<file path="src/rtl/vector_mem_pkg.sv">
// Shared types and constants for the vector load/store path.
// Latency: n/a (types, constants and a combinational range-check helper only).
// Backpressure: n/a.
package vector_mem_pkg;

  localparam int LANES       = 8;      // elements per beat
  localparam int ELEM_W      = 8;      // bits per element
  localparam int ADDR_W      = 20;     // byte address width
  localparam int BEAT_STRIDE = 64;     // bytes between consecutive beats
  localparam int LANE_STRIDE = 8;      // bytes between lanes of one beat
  localparam int MEM_DEPTH   = 36864;  // valid byte addresses 0..MEM_DEPTH-1

  // Lane 0 occupies the least significant element.
  typedef logic [LANES-1:0][ELEM_W-1:0] vec_t;

  // One extra bit so the end-of-transfer sum can never wrap.
  typedef logic [ADDR_W:0] ext_addr_t;

  typedef enum logic {
    OP_LOAD  = 1'b0,
    OP_STORE = 1'b1
  } lsu_op_e;

  typedef enum logic [1:0] {
    S_IDLE  = 2'd0,
    S_LOAD  = 2'd1,
    S_STORE = 2'd2
  } lsu_state_e;

  // True when the last lane of the last beat still lies inside memory.
  function automatic logic in_range(input logic [ADDR_W-1:0] base,
                                    input logic [3:0]        beats_m1);
    ext_addr_t last_byte;
    last_byte = ext_addr_t'(base)
              + ext_addr_t'(beats_m1) * ext_addr_t'(BEAT_STRIDE)
              + ext_addr_t'((LANES - 1) * LANE_STRIDE);
    return last_byte < ext_addr_t'(MEM_DEPTH);
  endfunction

endpackage

</file>
<file path="src/rtl/vector_lsu_if.sv">
// Bundle of the request, store-data, load-data and memory-port signals of the LSU.
// Latency: n/a (wiring only).
// Backpressure: req/st/ld use valid-ready; the memory port has none.
// Ports: master = requester + memory model side, slave = vector_lsu side.
interface vector_lsu_if;
  import vector_mem_pkg::*;

  logic              req_valid;
  logic              req_ready;
  lsu_op_e           req_op;
  logic [ADDR_W-1:0] req_base;
  logic [3:0]        req_beats;   // beat count minus one

  logic              st_valid;
  logic              st_ready;
  vec_t              st_data;

  logic              ld_valid;
  logic              ld_ready;
  vec_t              ld_data;
  logic              ld_last;

  logic [ADDR_W-1:0] mem_addr;
  logic              mem_we;
  vec_t              mem_wd;
  vec_t              mem_rd;

  logic              busy;
  logic              err;

  modport master (
    output req_valid, req_op, req_base, req_beats,
    output st_valid, st_data, ld_ready, mem_rd,
    input  req_ready, st_ready, ld_valid, ld_data, ld_last,
    input  mem_addr, mem_we, mem_wd, busy, err
  );

  modport slave (
    input  req_valid, req_op, req_base, req_beats,
    input  st_valid, st_data, ld_ready, mem_rd,
    output req_ready, st_ready, ld_valid, ld_data, ld_last,
    output mem_addr, mem_we, mem_wd, busy, err
  );

endinterface

</file>
<file path="src/rtl/vector_addr_gen.sv">
// Beat counter and address generator for one vector transfer.
// Latency: addr/is_last are combinational from the registered base, last and beat.
// Backpressure: the counter only moves on advance, so a stalled beat keeps its address.
// Ports: load latches base/last and zeroes the beat; advance steps the beat;
//        clear zeroes the beat; addr = base + beat*BEAT_STRIDE; is_last = (beat == last).
module vector_addr_gen
  import vector_mem_pkg::*;
(
  input  logic              clk,
  input  logic              rst,
  input  logic              load,
  input  logic              advance,
  input  logic              clear,
  input  logic [ADDR_W-1:0] base_in,
  input  logic [3:0]        last_in,
  output logic [ADDR_W-1:0] addr,
  output logic              is_last
);

  logic [ADDR_W-1:0] base_q;
  logic [3:0]        last_q;
  logic [3:0]        beat_q;

  always_ff @(posedge clk) begin
    if (rst) begin
      base_q <= '0;
      last_q <= '0;
      beat_q <= '0;
    end else if (clear) begin
      beat_q <= '0;
    end else if (load) begin
      base_q <= base_in;
      last_q <= last_in;
      beat_q <= '0;
    end else if (advance) begin
      beat_q <= beat_q + 4'd1;
    end
  end

  assign addr    = base_q + ADDR_W'(beat_q) * ADDR_W'(BEAT_STRIDE);
  assign is_last = (beat_q == last_q);

endmodule

</file>
<file path="src/rtl/vector_lsu.sv">
// Vector load/store sequencer: one request becomes 1..16 eight-lane memory beats.
// Latency: load beat 0 appears on ld_* one cycle after acceptance; stores write in the handshake cycle.
// Backpressure: ld_ready low holds the address and the registered beat; st_valid low inserts bubbles.
// Ports: clk, rst (synchronous, active high); bus = vector_lsu_if.slave carrying the
//        request, store stream, load stream, memory port, busy and err.
module vector_lsu
  import vector_mem_pkg::*;
(
  input  logic        clk,
  input  logic        rst,
  vector_lsu_if.slave bus
);

  lsu_state_e        state_q, state_d;
  logic              ld_valid_q, ld_last_q, err_q;
  vec_t              ld_data_q;

  logic              req_rdy, req_fire, req_ok;
  logic              ld_cap, st_fire;
  logic              ag_load, ag_adv, ag_clear;
  logic [ADDR_W-1:0] gen_addr;
  logic              is_last;

  // A pending load beat blocks new requests so ld_* never mixes two transfers.
  assign req_rdy  = (state_q == S_IDLE) && !ld_valid_q;
  assign req_fire = bus.req_valid && req_rdy;
  assign req_ok   = in_range(bus.req_base, bus.req_beats);
  assign ld_cap   = (state_q == S_LOAD) && (!ld_valid_q || bus.ld_ready);
  assign st_fire  = (state_q == S_STORE) && bus.st_valid;

  vector_addr_gen u_addr_gen (
    .clk     (clk),
    .rst     (rst),
    .load    (ag_load),
    .advance (ag_adv),
    .clear   (ag_clear),
    .base_in (bus.req_base),
    .last_in (bus.req_beats),
    .addr    (gen_addr),
    .is_last (is_last)
  );

  always_ff @(posedge clk) begin
    if (rst) state_q <= S_IDLE;
    else     state_q <= state_d;
  end

  always_comb begin
    state_d = state_q;
    case (state_q)
      S_IDLE:  if (req_fire && req_ok)
                 state_d = (bus.req_op == OP_STORE) ? S_STORE : S_LOAD;
      S_LOAD:  if (ld_cap && is_last)  state_d = S_IDLE;
      S_STORE: if (st_fire && is_last) state_d = S_IDLE;
      default: state_d = S_IDLE;
    endcase
  end

  always_comb begin
    bus.req_ready = 1'b0;
    bus.st_ready  = 1'b0;
    bus.mem_we    = 1'b0;
    bus.mem_addr  = '0;
    bus.mem_wd    = bus.st_data;
    bus.busy      = 1'b0;
    ag_load       = 1'b0;
    ag_adv        = 1'b0;
    ag_clear      = 1'b0;
    case (state_q)
      S_IDLE: begin
        bus.req_ready = req_rdy;
        ag_load       = req_fire && req_ok;
      end
      S_LOAD: begin
        bus.mem_addr = gen_addr;
        bus.busy     = 1'b1;
        ag_adv       = ld_cap && !is_last;
        ag_clear     = ld_cap && is_last;
      end
      S_STORE: begin
        bus.mem_addr = gen_addr;
        bus.busy     = 1'b1;
        bus.st_ready = 1'b1;
        // Reset must stop the write in the very cycle it is asserted.
        bus.mem_we   = bus.st_valid && !rst;
        ag_adv       = st_fire && !is_last;
        ag_clear     = st_fire && is_last;
      end
      default: ;
    endcase
  end

  always_ff @(posedge clk) begin
    if (rst) begin
      ld_valid_q <= 1'b0;
      ld_last_q  <= 1'b0;
      ld_data_q  <= '0;
      err_q      <= 1'b0;
    end else begin
      err_q <= req_fire && !req_ok;
      if (ld_cap) begin
        ld_data_q  <= bus.mem_rd;
        ld_valid_q <= 1'b1;
        ld_last_q  <= is_last;
      end else if (bus.ld_ready) begin
        ld_valid_q <= 1'b0;
      end
    end
  end

  assign bus.ld_valid = ld_valid_q;
  assign bus.ld_data  = ld_data_q;
  assign bus.ld_last  = ld_last_q;
  assign bus.err      = err_q;

endmodule

</file>
<file path="src/flat_wrapper.sv">
// flat-port wrapper written by rule: the top's interface ports become plain ports
module vector_lsu_flat import vector_mem_pkg::*;
  (clk, rst, bus_req_valid, bus_req_op, bus_req_base, bus_req_beats, bus_st_valid, bus_st_data, bus_ld_ready, bus_mem_rd, bus_req_ready, bus_st_ready, bus_ld_valid, bus_ld_data, bus_ld_last, bus_mem_addr, bus_mem_we, bus_mem_wd, bus_busy, bus_err);
  vector_lsu_if bus_i ();
  input  logic clk;
  input  logic rst;
  input wire logic [$bits(bus_i.req_valid)-1:0] bus_req_valid;
  input wire logic [$bits(bus_i.req_op)-1:0] bus_req_op;
  input wire logic [$bits(bus_i.req_base)-1:0] bus_req_base;
  input wire logic [$bits(bus_i.req_beats)-1:0] bus_req_beats;
  input wire logic [$bits(bus_i.st_valid)-1:0] bus_st_valid;
  input wire logic [$bits(bus_i.st_data)-1:0] bus_st_data;
  input wire logic [$bits(bus_i.ld_ready)-1:0] bus_ld_ready;
  input wire logic [$bits(bus_i.mem_rd)-1:0] bus_mem_rd;
  output wire logic [$bits(bus_i.req_ready)-1:0] bus_req_ready;
  output wire logic [$bits(bus_i.st_ready)-1:0] bus_st_ready;
  output wire logic [$bits(bus_i.ld_valid)-1:0] bus_ld_valid;
  output wire logic [$bits(bus_i.ld_data)-1:0] bus_ld_data;
  output wire logic [$bits(bus_i.ld_last)-1:0] bus_ld_last;
  output wire logic [$bits(bus_i.mem_addr)-1:0] bus_mem_addr;
  output wire logic [$bits(bus_i.mem_we)-1:0] bus_mem_we;
  output wire logic [$bits(bus_i.mem_wd)-1:0] bus_mem_wd;
  output wire logic [$bits(bus_i.busy)-1:0] bus_busy;
  output wire logic [$bits(bus_i.err)-1:0] bus_err;
  assign bus_i.req_valid = bus_req_valid;
  assign bus_i.req_op = bus_req_op;
  assign bus_i.req_base = bus_req_base;
  assign bus_i.req_beats = bus_req_beats;
  assign bus_i.st_valid = bus_st_valid;
  assign bus_i.st_data = bus_st_data;
  assign bus_i.ld_ready = bus_ld_ready;
  assign bus_i.mem_rd = bus_mem_rd;
  assign bus_req_ready = bus_i.req_ready;
  assign bus_st_ready = bus_i.st_ready;
  assign bus_ld_valid = bus_i.ld_valid;
  assign bus_ld_data = bus_i.ld_data;
  assign bus_ld_last = bus_i.ld_last;
  assign bus_mem_addr = bus_i.mem_addr;
  assign bus_mem_we = bus_i.mem_we;
  assign bus_mem_wd = bus_i.mem_wd;
  assign bus_busy = bus_i.busy;
  assign bus_err = bus_i.err;
  vector_lsu u_core (.clk(clk), .rst(rst), .bus(bus_i));
endmodule
</file>
<file path="config.mk">
export PLATFORM = sky130hd
export DESIGN_NAME = vector_lsu_flat
export DESIGN_NICKNAME = d
export VERILOG_FILES = /design/src/rtl/vector_mem_pkg.sv /design/src/rtl/vector_lsu_if.sv /design/src/rtl/vector_addr_gen.sv /design/src/rtl/vector_lsu.sv /design/src/flat_wrapper.sv
export SDC_FILE = /design/constraint.sdc
export NUM_CORES = 1
export LEC_CHECK = 0
export BUFFER_PORTS_ARGS = -buffer_cell sky130_fd_sc_hd__buf_2
export CAP_MARGIN = 15
export CORE_AREA = 2 2 122 124
export DETAILED_ROUTE_END_ITERATION = 16
export DIE_AREA = 0 0 124 126
export PLACE_DENSITY = 0.65
export SLEW_MARGIN = 20
export SYNTH_ARGS = -nofsm -noshare
export SYNTH_HDL_FRONTEND = slang
export SYNTH_SLANG_ARGS = --single-unit
</file>
<file path="constraint.sdc">
create_clock -name clk -period 2.7 [get_ports clk]
set_clock_uncertainty 0.15 [all_clocks]
set_input_delay 0.27 -clock clk [delete_from_list [all_inputs] [get_ports clk]]
set_output_delay 0.27 -clock clk [all_outputs]
set_load 0.05 [all_outputs]
</file>
# Word-level counts from Yosys, hierarchy flattened
# Index checks and enable logic that the tools add are counted.
# W data, S select, Z words.
[op_classes]
add_sub_neg = 4
magnitude_cmp = 1
eq_ne = 6
muxes = 15
bitwise = 1
reduce_logical = 22
[ops]
columns = ["operator", "count"]
rows = [
  ["$add A20 B10 Y21", 1],
  ["$add A21 B6 Y21 const B", 1],
  ["$lt A21 B16 Y1 const B", 1],
  ["$add A20 B10 Y20", 1],
  ["$mux W20", 1],
  ["$logic_and A1 B1 Y1", 11],
  ["$mux W2", 4],
  ["$mux W1", 7],
  ["$ne A2 B2 Y1 const B", 3],
  ["$pmux W2 S3", 1],
  ["$add A4 B1 Y4 const B", 1],
  ["$eq A4 B4 Y1", 1],
  ["$logic_not A1 Y1", 4],
  ["$pmux W1 S2", 2],
  ["$reduce_and A3 Y1", 1],
  ["$reduce_or A3 Y1", 1],
  ["$eq A2 B1 Y1 const B", 1],
  ["$eq A2 B2 Y1 const B", 1],
  ["$logic_not A2 Y1", 1],
  ["$reduce_and A2 Y1", 1],
  ["$reduce_bool A2 Y1", 1],
  ["$reduce_or A2 Y1", 1],
  ["$logic_or A1 B1 Y1", 1],
  ["$not A1 Y1", 1],
]
[totals]
ff_bits = 97
in_bits = 158
output_inout_bits = 155
word_cells = 64

# Longest topological paths before layout
[depth]
word_depth = 7
depth_mapped = 8
ltp_nobuf = 8

# Cells and area by module
# Synthesis repeated with hierarchy kept, for this count alone.
[unflattened]
cells_unflattened = 601
area_unflattened_um2 = 4680.7
[modules_own_cells]
columns = ["mod", "n_inst", "cells_each", "area_each_um2", "seq_area_each_um2"]
rows = [
  ["vector_lsu", 1, 421, 3249.4, 1381.3],
  ["vector_addr_gen", 1, 180, 1431.4, 560.5],
]

# Worst setup path after synthesis
# Ideal clock, no wire load.
[synth_path]
kind = "register to output"
from = "register u_core.state_q[0]"
to = "output bus_mem_addr[9]"
arrival_time_ns = 2.561
required_ns = 2.280
slack_ns = -0.281
stages_incl_launch_ff = 6
path_buffers = 1
path_cell_list = "dfxtp_1 > inv_1 > ha_1 > inv_1 > clkbuf_1 > nor3b_1"
[synth_via]
elab_chain_cells = 3
elab_cells_between_ends = 4
cone_classes = "eq/ne (2); mux (1); reduce/logical (1)"
[synth_rtl]
columns = ["item", "line", "source"]
rows = [
  ["start, declared", "vector_lsu.sv:14", "lsu_state_e state_q, state_d;"],
  ["start signal, assigned", "vector_lsu.sv:45", "else state_q <= state_d;"],
  ["$eq A2 B2 Y1 / $eq A2 B1 Y1 (equally long branches)", "vector_lsu.sv:69", "case (state_q)"],
  ["$reduce_or A2 Y1 (no source line) (*)", "n/a", ""],
  ["$mux W20 (*)", "vector_lsu.sv:69", ""],
  ["end, declared", "flat_wrapper.sv:20", "output wire logic [$bits(bus_i.mem_addr)-1:0] bus_mem_addr;"],
]
# Every way passes the cells marked *; elsewhere a longest branch is shown, timed or not.

# Worst setup path after layout
[layout_path]
from = "register u_core.u_addr_gen.beat_q[1]"
to = "output bus_mem_addr[15]"
[layout_via]
elab_chain_cells = 2
[layout_rtl]
columns = ["item", "line", "source"]
rows = [
  ["start, declared", "vector_addr_gen.sv:22", "logic [3:0] beat_q;"],
  ["start signal, assigned", "vector_addr_gen.sv:36", "beat_q <= beat_q + 4'd1;"],
  ["$add A20 B10 Y20", "vector_addr_gen.sv:40", "assign addr = base_q + ADDR_W'(beat_q) * ADDR_W'(BEAT_STRIDE);"],
  ["$mux W20", "vector_lsu.sv:69", ""],
]
# Every way passes these cells.

==> impl_results.html <==
<table>
<tr><th>Metric</th><th>Value</th></tr>
<tr><th colspan="2">Run status</th></tr>
<tr><td>Status</td><td>complete, no violations</td></tr>
<tr><th colspan="2">Worst hold path</th></tr>
<tr><td>Source of the worst hold timing path</td><td>bus_mem_rd[25]</td></tr>
<tr><td>Cell depth of the worst min-delay path</td><td>3</td></tr>
<tr><td>Min-delay worst type</td><td>in2reg</td></tr>
<tr><td>Destination of the worst hold path</td><td>u_core.bus.ld_data[25]</td></tr>
<tr><th colspan="2">Floorplan</th></tr>
<tr><td>Starting Density</td><td>32.79%</td></tr>
<tr><td>I/O Pins</td><td>approximately 310</td></tr>
<tr><td>Vertical die dimension</td><td>126 um</td></tr>
<tr><td>Std-Cell Core Area</td><td>~0.014 sq mm</td></tr>
<tr><td>Die area</td><td>0.01562 sq mm</td></tr>
<tr><td>Die width</td><td>124 um</td></tr>
<tr><td>Site row count</td><td>between 40 and 50</td></tr>
<tr><th colspan="2">GRT</th></tr>
<tr><td>Wire length of the first global-routing pass</td><td>21.37 mm</td></tr>
<tr><td>Vias in the first global route</td><td>about 4400</td></tr>
<tr><td>Global route total overflow</td><td>0</td></tr>
<tr><td>Antenna violations before repair</td><td>1</td></tr>
<tr><td>Global Route Usage Sum</td><td>approximately 17%</td></tr>
<tr><td>Largest net degree at the start of global routing</td><td>65</td></tr>
<tr><th colspan="2">Clocking</th></tr>
<tr><td>TritonCTS buffer count</td><td>9</td></tr>
<tr><td>Clock transition time at the flip-flop clock pins of the worst setup and hold paths</td><td>0.07 ns</td></tr>
<tr><td>TritonCTS clock tree</td><td>done</td></tr>
<tr><td>Sinks on the clock net</td><td>97</td></tr>
<tr><td>Clock insertion delay at the later pin of the skew report</td><td>around 0.34 ns</td></tr>
<tr><td>Deepest level of the CTS H-tree</td><td>3</td></tr>
<tr><td>CTS Root Cell</td><td>sky130_fd_sc_hd__clkbuf_16</td></tr>
<tr><td>Number of buffers between clock root and the deepest sink</td><td>2</td></tr>
<tr><th colspan="2">STA</th></tr>
<tr><td>Count of endpoints failing setup in the final report</td><td>0</td></tr>
<tr><td>Tightest Pin Transition</td><td>0.5839 ns</td></tr>
<tr><td>Worst setup margin</td><td>around 0.072 ns</td></tr>
<tr><td>Normalized max-slew margin</td><td>61.07%</td></tr>
<tr><td>Final Critical Period</td><td>2.628 ns</td></tr>
<tr><td>Final worst-path cycle share</td><td>~97%</td></tr>
<tr><td>Max Slew Vio Count</td><td>0</td></tr>
<tr><td>Fmax</td><td>380.6 MHz</td></tr>
<tr><td>Hold Vio Cnt, Final</td><td>0</td></tr>
<tr><th colspan="2">Routing</th></tr>
<tr><td>Via-to-Cell Ratio</td><td>4.800</td></tr>
<tr><td>Post-route antenna net violation count</td><td>0</td></tr>
<tr><td>1st-pass router iterations</td><td>4</td></tr>
<tr><td>Vias</td><td>4526</td></tr>
<tr><td>Iteration-0 DRC Markers</td><td>210</td></tr>
<tr><td>Total detailed-routing wirelength</td><td>roughly 13 mm</td></tr>
<tr><td>Routed length per instance</td><td>about 14 um</td></tr>
<tr><td>Detailed-route DRC error count</td><td>0</td></tr>
<tr><th colspan="2">Synthesis</th></tr>
<tr><td>EDFF count, synth</td><td>0</td></tr>
<tr><td>Synth area leaders</td><td>sky130_fd_sc_hd__dfxtp_1, sky130_fd_sc_hd__nand2_1, sky130_fd_sc_hd__buf_4</td></tr>
<tr><td>Count of warnings emitted by yosys</td><td>0</td></tr>
<tr><td>Syn nets</td><td>766</td></tr>
<tr><td>Async set-reset flop share out of synthesis</td><td>0%</td></tr>
<tr><td>Netlist Area Pre-Place</td><td>0.004693 sq mm</td></tr>
<tr><td>Cell accounting for the most synthesized area</td><td>sky130_fd_sc_hd__dfxtp_1</td></tr>
<tr><td>Dominant register cell in the synthesized netlist</td><td>sky130_fd_sc_hd__dfxtp_1</td></tr>
<tr><td>Post-Syn Area per Cell</td><td>7.888 sq um</td></tr>
<tr><td>Number of different library cells in the post-synthesis netlist</td><td>45</td></tr>
<tr><td>Number of synthesized register bits</td><td>97</td></tr>
<tr><td>Synth Instances</td><td>595</td></tr>
<tr><td>Sequential share of the synthesized area</td><td>41.38%</td></tr>
<tr><td>Area fraction of the dominant cell type after synthesis</td><td>~41%</td></tr>
<tr><th colspan="2">Cells and area</th></tr>
<tr><td>Most frequent cells in the layout</td><td>sky130_fd_sc_hd__buf_2, sky130_fd_sc_hd__nand2_1, sky130_fd_sc_hd__dfxtp_1</td></tr>
<tr><td>Share of cells above drive strength 1</td><td>32.19%</td></tr>
<tr><td>Most common cell after layout, fill and taps aside</td><td>sky130_fd_sc_hd__buf_2</td></tr>
<tr><td>Area growth from synthesis to final layout</td><td>34.79%</td></tr>
<tr><td>Fillers</td><td>around 1400</td></tr>
<tr><td>Number of nets at the end of the flow</td><td>924</td></tr>
<tr><td>Share of the core filled with cells</td><td>44.20%</td></tr>
<tr><td>Post-route standard cell area excluding fillers</td><td>0.006326 sq mm</td></tr>
<tr><th colspan="2">Place</th></tr>
<tr><td>Final HPWL DP</td><td>9.130 mm</td></tr>
<tr><td>Placer congestion estimate</td><td>0.7636</td></tr>
<tr><td>Cell area reported after detailed placement</td><td>0.005341 sq mm</td></tr>
<tr><td>Port bufs</td><td>184</td></tr>
<tr><td>Worst setup slack after placement</td><td>0.1313 ns</td></tr>
<tr><th colspan="2">Power and ir drop</th></tr>
<tr><td>LEAKAGE</td><td>around 0.0027 uW</td></tr>
<tr><td>Pwr/cell area</td><td>a little under 500 mW/mm^2</td></tr>
<tr><td>Power Total</td><td>3142 uW</td></tr>
<tr><td>Peak ir drop on the vdd network</td><td>0.2716 mV</td></tr>
<tr><th colspan="2">Worst setup path</th></tr>
<tr><td>Critical path start-end classification</td><td>reg2out</td></tr>
<tr><td>Worst path cell trace</td><td>ha_4 &gt; a21o_1 &gt; a21o_1 &gt; a21oi_2 &gt; buf_4 &gt; or4_1 &gt; a21oi_2 &gt; buf_6</td></tr>
<tr><td>Setup slack of the most critical reg-to-reg path</td><td>between 0.4 and 0.5 ns</td></tr>
<tr><td>Max stage delay on crit path</td><td>0.41 ns</td></tr>
<tr><td>Category of the worst setup path capture point</td><td>primary output</td></tr>
<tr><td>Maximum fanout count along the critical path</td><td>6</td></tr>
<tr><td>Buffers plus inverters on the worst setup path</td><td>2</td></tr>
<tr><td>Top cell family by delay on the critical path</td><td>compound AO/OA/AOI/OAI gates</td></tr>
<tr><td>Setup crit start kind</td><td>flop</td></tr>
<tr><td>Terminus of the critical flop-to-flop path</td><td>u_core.u_addr_gen.base_q[17]</td></tr>
<tr><td>Data arrival time of the critical path</td><td>2.21 ns</td></tr>
<tr><td>Worst r2r src</td><td>u_core.state_q[1]</td></tr>
<tr><td>CP max stage cell</td><td>sky130_fd_sc_hd__or4_1</td></tr>
<tr><td>Number of cell instances on the worst register-to-register path</td><td>7</td></tr>
<tr><td>Data required time of the critical path</td><td>2.28 ns</td></tr>
<tr><th colspan="2">Job</th></tr>
<tr><td>Maximum Capacitance Violations</td><td>0</td></tr>
</table>
-- state kept, by name, indices dropped and copies added, names as in the netlist --
name,flops
u_core.bus.ld_data,64
u_core.u_addr_gen.base_q,20
u_core.u_addr_gen.beat_q,4
u_core.u_addr_gen.last_q,4
u_core.state_q,2
u_core.bus.err,1
u_core.bus.ld_last,1
u_core.bus.ld_valid,1
-- worst min-delay path, stage by stage --
cell and delay [ns]:
sky130_fd_sc_hd__buf_2 0.10, sky130_fd_sc_hd__nand2_1 0.04, sky130_fd_sc_hd__a21oi_1 0.05
-- synthesized netlist by cell type (8+ instances only) --
cell	instances
sky130_fd_sc_hd__nand2_1	140
sky130_fd_sc_hd__dfxtp_1	97
sky130_fd_sc_hd__a21oi_1	93
sky130_fd_sc_hd__and2_1	8
sky130_fd_sc_hd__nor2_1	13
sky130_fd_sc_hd__ha_1	12
sky130_fd_sc_hd__nand3_1	21
sky130_fd_sc_hd__clkbuf_1	25
sky130_fd_sc_hd__inv_1	9
sky130_fd_sc_hd__xor2_1	9
sky130_fd_sc_hd__o21ai_1	20
sky130_fd_sc_hd__buf_4	66
-- power breakdown --
group / internal (uW) / total [uW] / switching, uW / leakage, uW
registers: 1440 / 1440 / 5.98 / 0.000784
clock network: 849 / 1430 / 579 / 0.000164
logic: 125 / 270 / 145 / 0.00170
total: 2410 / 3140 / 730 / 0.00265
-- per-layer routing --
| metal | wire length [um] | share of wire (%) | vias up | track usage (%) |
|---|---|---|---|---|
| met1 | 5641 | 42 | 2061 | 20.72 |
| met4 | 411 | 3.1 | 0 | 9.187 |
| met3 | 877 | 6.5 | 35 | 4.846 |
| met2 | 6480 | 48 | 164 | 28.31 |
| met5 | 0 | 0 | - | 0 |
| li1 | - | - | 2266 | - |
-- worst max-delay path by stage --
stage | slack [ns] | depth (start not counted) | start | end
after floorplan | -0.03 | 8 | u_core.u_addr_gen.beat_q[0] | bus_mem_addr[18]
after global placement | 0.14 | 9 | u_core.u_addr_gen.beat_q[0] | bus_mem_addr[18]
after detailed placement | 0.13 | 9 | u_core.u_addr_gen.beat_q[0] | bus_mem_addr[18]
after CTS | 0.005 | 8 | u_core.u_addr_gen.beat_q[1] | bus_mem_addr[13]
after global routing | -0.03 | 8 | u_core.u_addr_gen.beat_q[1] | bus_mem_addr[13]
final | 0.07 | 8 | u_core.u_addr_gen.beat_q[1] | bus_mem_addr[15]
-- through the flow --
stage	hold WS [ns]	instances	setup TNS [ns]
after global placement	0.2887	873	0
after CTS	0.0004196	938	0
after global routing	0.009932	942	-0.08554
after detailed placement	0.2940	873	0
final	0.01420	943	0
after floorplan	0.2560	595	-0.02623
-- cells by family (layout without fill, tap and decap cells) --
group | after synthesis | count (layout) | synth area share (%)
multiplexers | 2 | 2 | 0.4266
adder cells (fa/ha/maj) | 13 | 13 | 3.626
buffers and inverters | 109 | 272 | 14.10
AND/OR/NAND/NOR | 221 | 221 | 21.73
AO/OA/AOI/OAI | 142 | 142 | 16.69
other | 0 | 1 | 0
XOR/XNOR | 11 | 11 | 2.053
flip-flops | 97 | 97 | 41.38
-- layout make-up --
| cell class | instances | area [sq um] | area share [%] |
|---|---|---|---|
| Clock inverter | 6 | 95.09 | 1.503 |
| Clock buffer | 10 | 239.0 | 3.778 |
| Sequential cell | 97 | 1951 | 30.83 |
| Timing Repair Buffer | 247 | 1578 | 24.94 |
| Tap cell | 184 | 230.2 | 3.639 |
| Inverter | 9 | 37.54 | 0.5934 |
| Multi-Input combinational cell | 389 | 2193 | 34.67 |
| Antenna cell | 1 | 2.502 | 0.03956 |
-- repair_timing --
item,4_1_cts,5_1_grt
endpoints found under the hold margin,45,0
pin swaps,3,7
hold buffers,45,0
buffers inserted,4,3
endpoints found under the setup margin,9,12
cloned,0,1
resized for setup,17,23
Note: power is estimated with default switching activity, not from simulation.
